`config.mk`:
```
export PLATFORM = sky130hd
export DESIGN_NAME = muldiv_iter
export DESIGN_NICKNAME = d
export VERILOG_FILES = /design/src/rtl/muldiv_iter.sv
export SDC_FILE = /design/constraint.sdc
export NUM_CORES = 1
export LEC_CHECK = 0
export BUFFER_PORTS_ARGS = -buffer_cell sky130_fd_sc_hd__buf_2
export CAP_MARGIN = 30
export CORE_UTILIZATION = 35
export CTS_CLUSTER_DIAMETER = 40
export DETAILED_ROUTE_END_ITERATION = 8
export GPL_TIMING_DRIVEN = 0
export SETUP_SLACK_MARGIN = 0.02
export SLEW_MARGIN = 5
export SYNTH_ARGS = -nofsm -noshare
export SYNTH_HDL_FRONTEND = slang
export SYNTH_SLANG_ARGS = --single-unit
```
`constraint.sdc`:
```
create_clock -name clk -period 6.7 [get_ports clk]
set_input_delay 1.005 -clock clk [delete_from_list [all_inputs] [get_ports clk]]
set_output_delay 1.005 -clock clk [all_outputs]
set_load 0.02 [all_outputs]
```
`src/rtl/muldiv_iter.sv`:
```
// Iterative multiply/divide unit: one bit per cycle shift-add multiply and
// restoring divide, with signed fix-up and MADD/MSUB accumulation on completion.
module muldiv_iter #(
  parameter int WIDTH = 32
) (
  input  logic               clk,
  input  logic               rst,
  input  logic               start_i,
  input  logic               annul_i,
  input  logic [2:0]         op_i,
  input  logic [WIDTH-1:0]   opdata1_i,
  input  logic [WIDTH-1:0]   opdata2_i,
  input  logic [2*WIDTH-1:0] hilo_i,
  output logic [2*WIDTH-1:0] result_o,
  output logic               ready_o,
  output logic               busy_o,
  output logic               div_by_zero_o
);

  localparam int CW = $clog2(WIDTH) + 1;

  typedef enum logic [1:0] {IDLE, CALC, DONE} state_e;

  state_e             state_q;
  logic [CW-1:0]      cnt_q;
  logic [1:0]         op_q;
  logic [WIDTH-1:0]   a_q, b_q, hi_q, lo_q;
  logic [2*WIDTH-1:0] hilo_q, result_q;
  logic               neg_lo_q, neg_hi_q;
  logic               ready_q, busy_q, dbz_q;

  // Operand magnitudes and signs, evaluated on the accepting edge.
  logic               in_div, in_signed, s1, s2;
  logic [WIDTH-1:0]   mag1, mag2;

  logic               q_div;
  logic [WIDTH:0]     mul_sum, div_shift, div_diff;
  logic [WIDTH-1:0]   hi_d, lo_d, rem_f, quo_f;
  logic [2*WIDTH-1:0] prod, prod_s, final_d;

  always_comb begin
    in_div    = !op_i[2] && op_i[1];
    in_signed = !op_i[0];
    s1        = in_signed && opdata1_i[WIDTH-1];
    s2        = in_signed && opdata2_i[WIDTH-1];
    mag1      = s1 ? -opdata1_i : opdata1_i;
    mag2      = s2 ? -opdata2_i : opdata2_i;
  end

  // NOTE: every always_comb output is assigned a default first so no path leaves
  // a value held, which would otherwise infer a latch.
  always_comb begin
    q_div     = !op_q[1] && op_q[0];
    mul_sum   = {1'b0, hi_q} + (lo_q[0] ? {1'b0, a_q} : '0);
    div_shift = {hi_q, lo_q[WIDTH-1]};
    div_diff  = div_shift - {1'b0, b_q};
    hi_d      = mul_sum[WIDTH:1];
    lo_d      = {mul_sum[0], lo_q[WIDTH-1:1]};
    if (q_div) begin
      if (!div_diff[WIDTH]) begin
        hi_d = div_diff[WIDTH-1:0];
        lo_d = {lo_q[WIDTH-2:0], 1'b1};
      end else begin
        hi_d = div_shift[WIDTH-1:0];
        lo_d = {lo_q[WIDTH-2:0], 1'b0};
      end
    end

    prod    = {hi_q, lo_q};
    prod_s  = neg_lo_q ? -prod : prod;
    rem_f   = neg_hi_q ? -hi_q : hi_q;
    quo_f   = neg_lo_q ? -lo_q : lo_q;
    final_d = prod_s;
    if (q_div) begin
      final_d = {rem_f, quo_f};
    end else if (op_q[1]) begin
      final_d = op_q[0] ? (hilo_q - prod_s) : (hilo_q + prod_s);
    end
  end

  // NOTE: sequential state uses non-blocking assignments so every register
  // samples pre-edge values, independent of statement order.
  always_ff @(posedge clk) begin
    if (rst) begin
      state_q  <= IDLE;
      cnt_q    <= '0;
      op_q     <= '0;
      a_q      <= '0;
      b_q      <= '0;
      hi_q     <= '0;
      lo_q     <= '0;
      hilo_q   <= '0;
      neg_lo_q <= 1'b0;
      neg_hi_q <= 1'b0;
      result_q <= '0;
      ready_q  <= 1'b0;
      busy_q   <= 1'b0;
      dbz_q    <= 1'b0;
    end else begin
      ready_q <= 1'b0;
      unique case (state_q)
        IDLE: begin
          if (start_i && !annul_i) begin
            op_q     <= op_i[2:1];
            a_q      <= mag1;
            b_q      <= mag2;
            hi_q     <= '0;
            lo_q     <= in_div ? mag1 : mag2;
            hilo_q   <= hilo_i;
            neg_lo_q <= s1 ^ s2;
            neg_hi_q <= s1;
            cnt_q    <= '0;
            busy_q   <= 1'b1;
            if (in_div && opdata2_i == '0) begin
              state_q  <= DONE;
              result_q <= '0;
              dbz_q    <= 1'b1;
              ready_q  <= 1'b1;
            end else begin
              state_q <= CALC;
            end
          end
        end
        CALC: begin
          if (annul_i) begin
            state_q <= IDLE;
            busy_q  <= 1'b0;
          end else if (cnt_q == CW'(WIDTH)) begin
            state_q  <= DONE;
            result_q <= final_d;
            dbz_q    <= 1'b0;
            ready_q  <= 1'b1;
          end else begin
            hi_q  <= hi_d;
            lo_q  <= lo_d;
            cnt_q <= cnt_q + 1'b1;
          end
        end
        DONE: begin
          state_q <= IDLE;
          busy_q  <= 1'b0;
        end
        default: begin
          state_q <= IDLE;
          busy_q  <= 1'b0;
        end
      endcase
    end
  end

  assign result_o      = result_q;
  assign ready_o       = ready_q;
  assign busy_o        = busy_q;
  assign div_by_zero_o = dbz_q;

endmodule

```
==> run_results.csv <==
group,metric,value,unit
outcome,status,"finished, final reports clean",
synth,synth-xor-area-share,12.4,%
power,power,0.00626,W
floorplan,die_h,259,um
sta,whs,0.452,ns
sta,post-route-period-util,96.5,%
route,drt_iter0_markers,2380,
final_layout,drive_gt1_share,13.3,%
synth,ys_seq_area_share,23.5,%
worst_setup_path,cp.arrival,6.97,ns
route,drt_drc_violations_left,0,
place,hpwl,73500,um
route,vias,25099,
sta,drv_slew,0,
place,io_buffer_count,201,
synth,ys_ff_latch,271,
global_routing,grtUsageTotal,26.6,%
sta,period_needed,6.47,ns
route,wirelength,92900,um
worst_setup_path,slowest_delay,0.57,ns
flow_run,drv_cap,0,
clocking,cts.hold.buffers_added,0,
synth,synthDistinctLibCells,77,
clocking,tritoncts,"done",
synth,synth_ff_type,"dfxtp_1",
worst_setup_path,worst-path-buf-inv,3,
sta,hold_viol_final,0,
global_routing,antenna_found_initial,0,
synth,synth_largest_area_cell,"dfxtp_1",
sta,fmax,0.155,GHz
synth,syn_nets,3454,
synth,ys_top_cells_by_area,"dfxtp_1, nand2_1, ha_1",
floorplan,dieArea,67000,sq um
floorplan,row_count,93,
route,avgViaCountPerCell,5.74,
final_layout,layout.nets,3739,
hold_path,hold_class,"reg2reg",
place,dpl-instance-area,25200,sq um
synth,synth_compound_area_share,26.3,%
route,ant_nets,0,
worst_setup_path,path_max_fanout,10,
worst_setup_path,critPathMostFrequentCell,"a21oi_1",
synth,synthAdderAreaFrac,7.53,%
worst_setup_path,endpoint_kind,"flop",
synth,yosys-mux-area-fraction,2.02,%
sta,rsz0062_at_grt,"false",
clocking,clock_latency,0.65,ns
global_routing,grt_first_pass_wirelength,137000,um
synth,synthArstFlopShare,0,%
clocking,numClockSinks,271,
global_routing,grt_max_degree,19,
clocking,clock_path_buffers,3,
synth,synth_top_family_by_area,"compound AO/OA/AOI/OAI gates",
worst_setup_path,crit_family,"simple AND/OR/NAND/NOR gates",
final_layout,final_util,43.2,%
floorplan,die_x,259,um
floorplan,core-area,64800,sq um
route,first_pass_iters,7,
power,irDropWorstVdd,0.183,mV
sta,relSlewSlack,29.0,%
global_routing,grt_pass1_vias,23044,
floorplan,initial_core_util,35.6,%
sta,worst_pin_slew,1.07,ns
worst_setup_path,startpoint_type,"flop",
final_layout,fillers,6702,
synth,synthDominantCellAreaShare,23.5,%
sta,finClkSkew,0.0485,ns
power,power_density,224,nW/um^2
place,place_congestion,0.979,
power,p_leak,11.2,nW
synth,yosys_warnings,0,
clocking,cts_buffers,58,
synth,post_synth.cell_area_avg,7.25,sq um
floorplan,pin_count,202,
clocking,htree_levels,2,
synth,synthesis.instances,3182,
worst_setup_path,critPathSlowestCell,"or4_4",
final_layout,syn_to_final_growth,21.3,%
synth,synth_edf_count,0,
clocking,root_buffer,"clkbuf_16",
synth,synthesis.area,23100,sq um
synth,synthSimpleGateAreaFrac,23.1,%
worst_setup_path,crit_type,"reg2reg",
global_routing,overflow,0,
clocking,clk_pin_slew_worst_paths,0.05,ns
synth,synth_most_common_cell,"nand2_1",
synth,synth_common_cells,"nand2_1, a21oi_1, nor2_1, dfxtp_1, clkbuf_1",
worst_setup_path,cp.required,7.21,ns
worst_setup_path,r2r_slack,0.23,ns
final_layout,stdcell_area,28000,sq um
route,wl_per_cell,21.2,um
sta,setup-violations-final,0,
[worst paths after layout]
kind	from	to	depth (start not counted)
hold / removal	a_q[31]	a_q[31]	2
hold reg to reg	a_q[31]	a_q[31]	2
setup reg to reg	lo_q[4]	result_o[63]	26
setup / recovery	lo_q[4]	result_o[63]	26
[metrics by stage]
step	setup WS [ns]	instances	setup TNS [ns]
after floorplan	0.278	3182	0
after global placement	-1.91	4238	-45.15
after detailed placement	-1.78	4245	-42.35
after CTS	0.0202	4358	0
after global routing	0.00164	4370	0
final	0.232	4371	0
[report_power, final]
part,leakage (nW),internal [W],switching [W]
logic,7.99,0.000588,0.00101
clock network,0.975,0.00179,0.00113
registers,2.21,0.00168,0.0000618
total,11.2,0.00406,0.00220
[flip-flops by register name, indices dropped and copies added (netlist names), 2 cells and up]
name / flops
a_q: 32
hi_q: 32
op_q: 2
b_q: 32
result_o: 64
cnt_q: 6
lo_q: 32
hilo_q: 64
state_q: 2
[layer usage]
layer,track usage (%),vias to the layer above,share of wire (%)
met4,10.6,0,4.1
met1,35.8,11767,44
met5,0,-,0
met3,3.56,193,8.0
met2,42.8,1136,44
li1,-,12003,-
[cells in the final DEF, fill, tap and decap left out, types with 125 or more instances in the layout]
cell      netlist  routed
xor2_1        149     147
clkbuf_1      208     188
o21ai_0       139     130
dfxtp_1       271     268
nand2_1       449     447
ha_1          134     125
a21oi_1       316     309
nor2_1        314     314
xnor2_1       176     174
buf_2           6     206
[logic make-up after synthesis]
logic type | after synthesis
and+or+nand+nor | 1156
xor gates and xnor gates | 326
buffers and inverters | 312
DFF | 271
AOI/OAI and AO/OA | 934
muxes | 46
adders and majority gates | 137
[area by class of cell]
cell class	instances	area [sq um]	area share, %
flip-flops and latches	271	5430	19.4
repair buffers	242	1350	4.82
inverters	80	300	1.07
multi-input cells	2599	17000	60.6
clock buffers	66	1500	5.36
diodes	1	2.50	0.00894
clock inverters	42	495	1.77
plain buffers	215	892	3.19
well taps	855	1070	3.82
[what timing repair did]
action                                  CTS  global route
pin swaps                                 7            35
endpoints found under the setup margin   49            29
gates resized for setup                  64            83
buffers inserted                         15            17
[worst min-delay path, delay by kind of cell, from the launching register on]
| family | cells | cell delay [ns] |
|---|---|---|
| flops | 1 | 0.30 |
| simple gates | 1 | 0.05 |
| compound gates | 1 | 0.05 |
No activity file was read; power rests on OpenSTA's default activity.
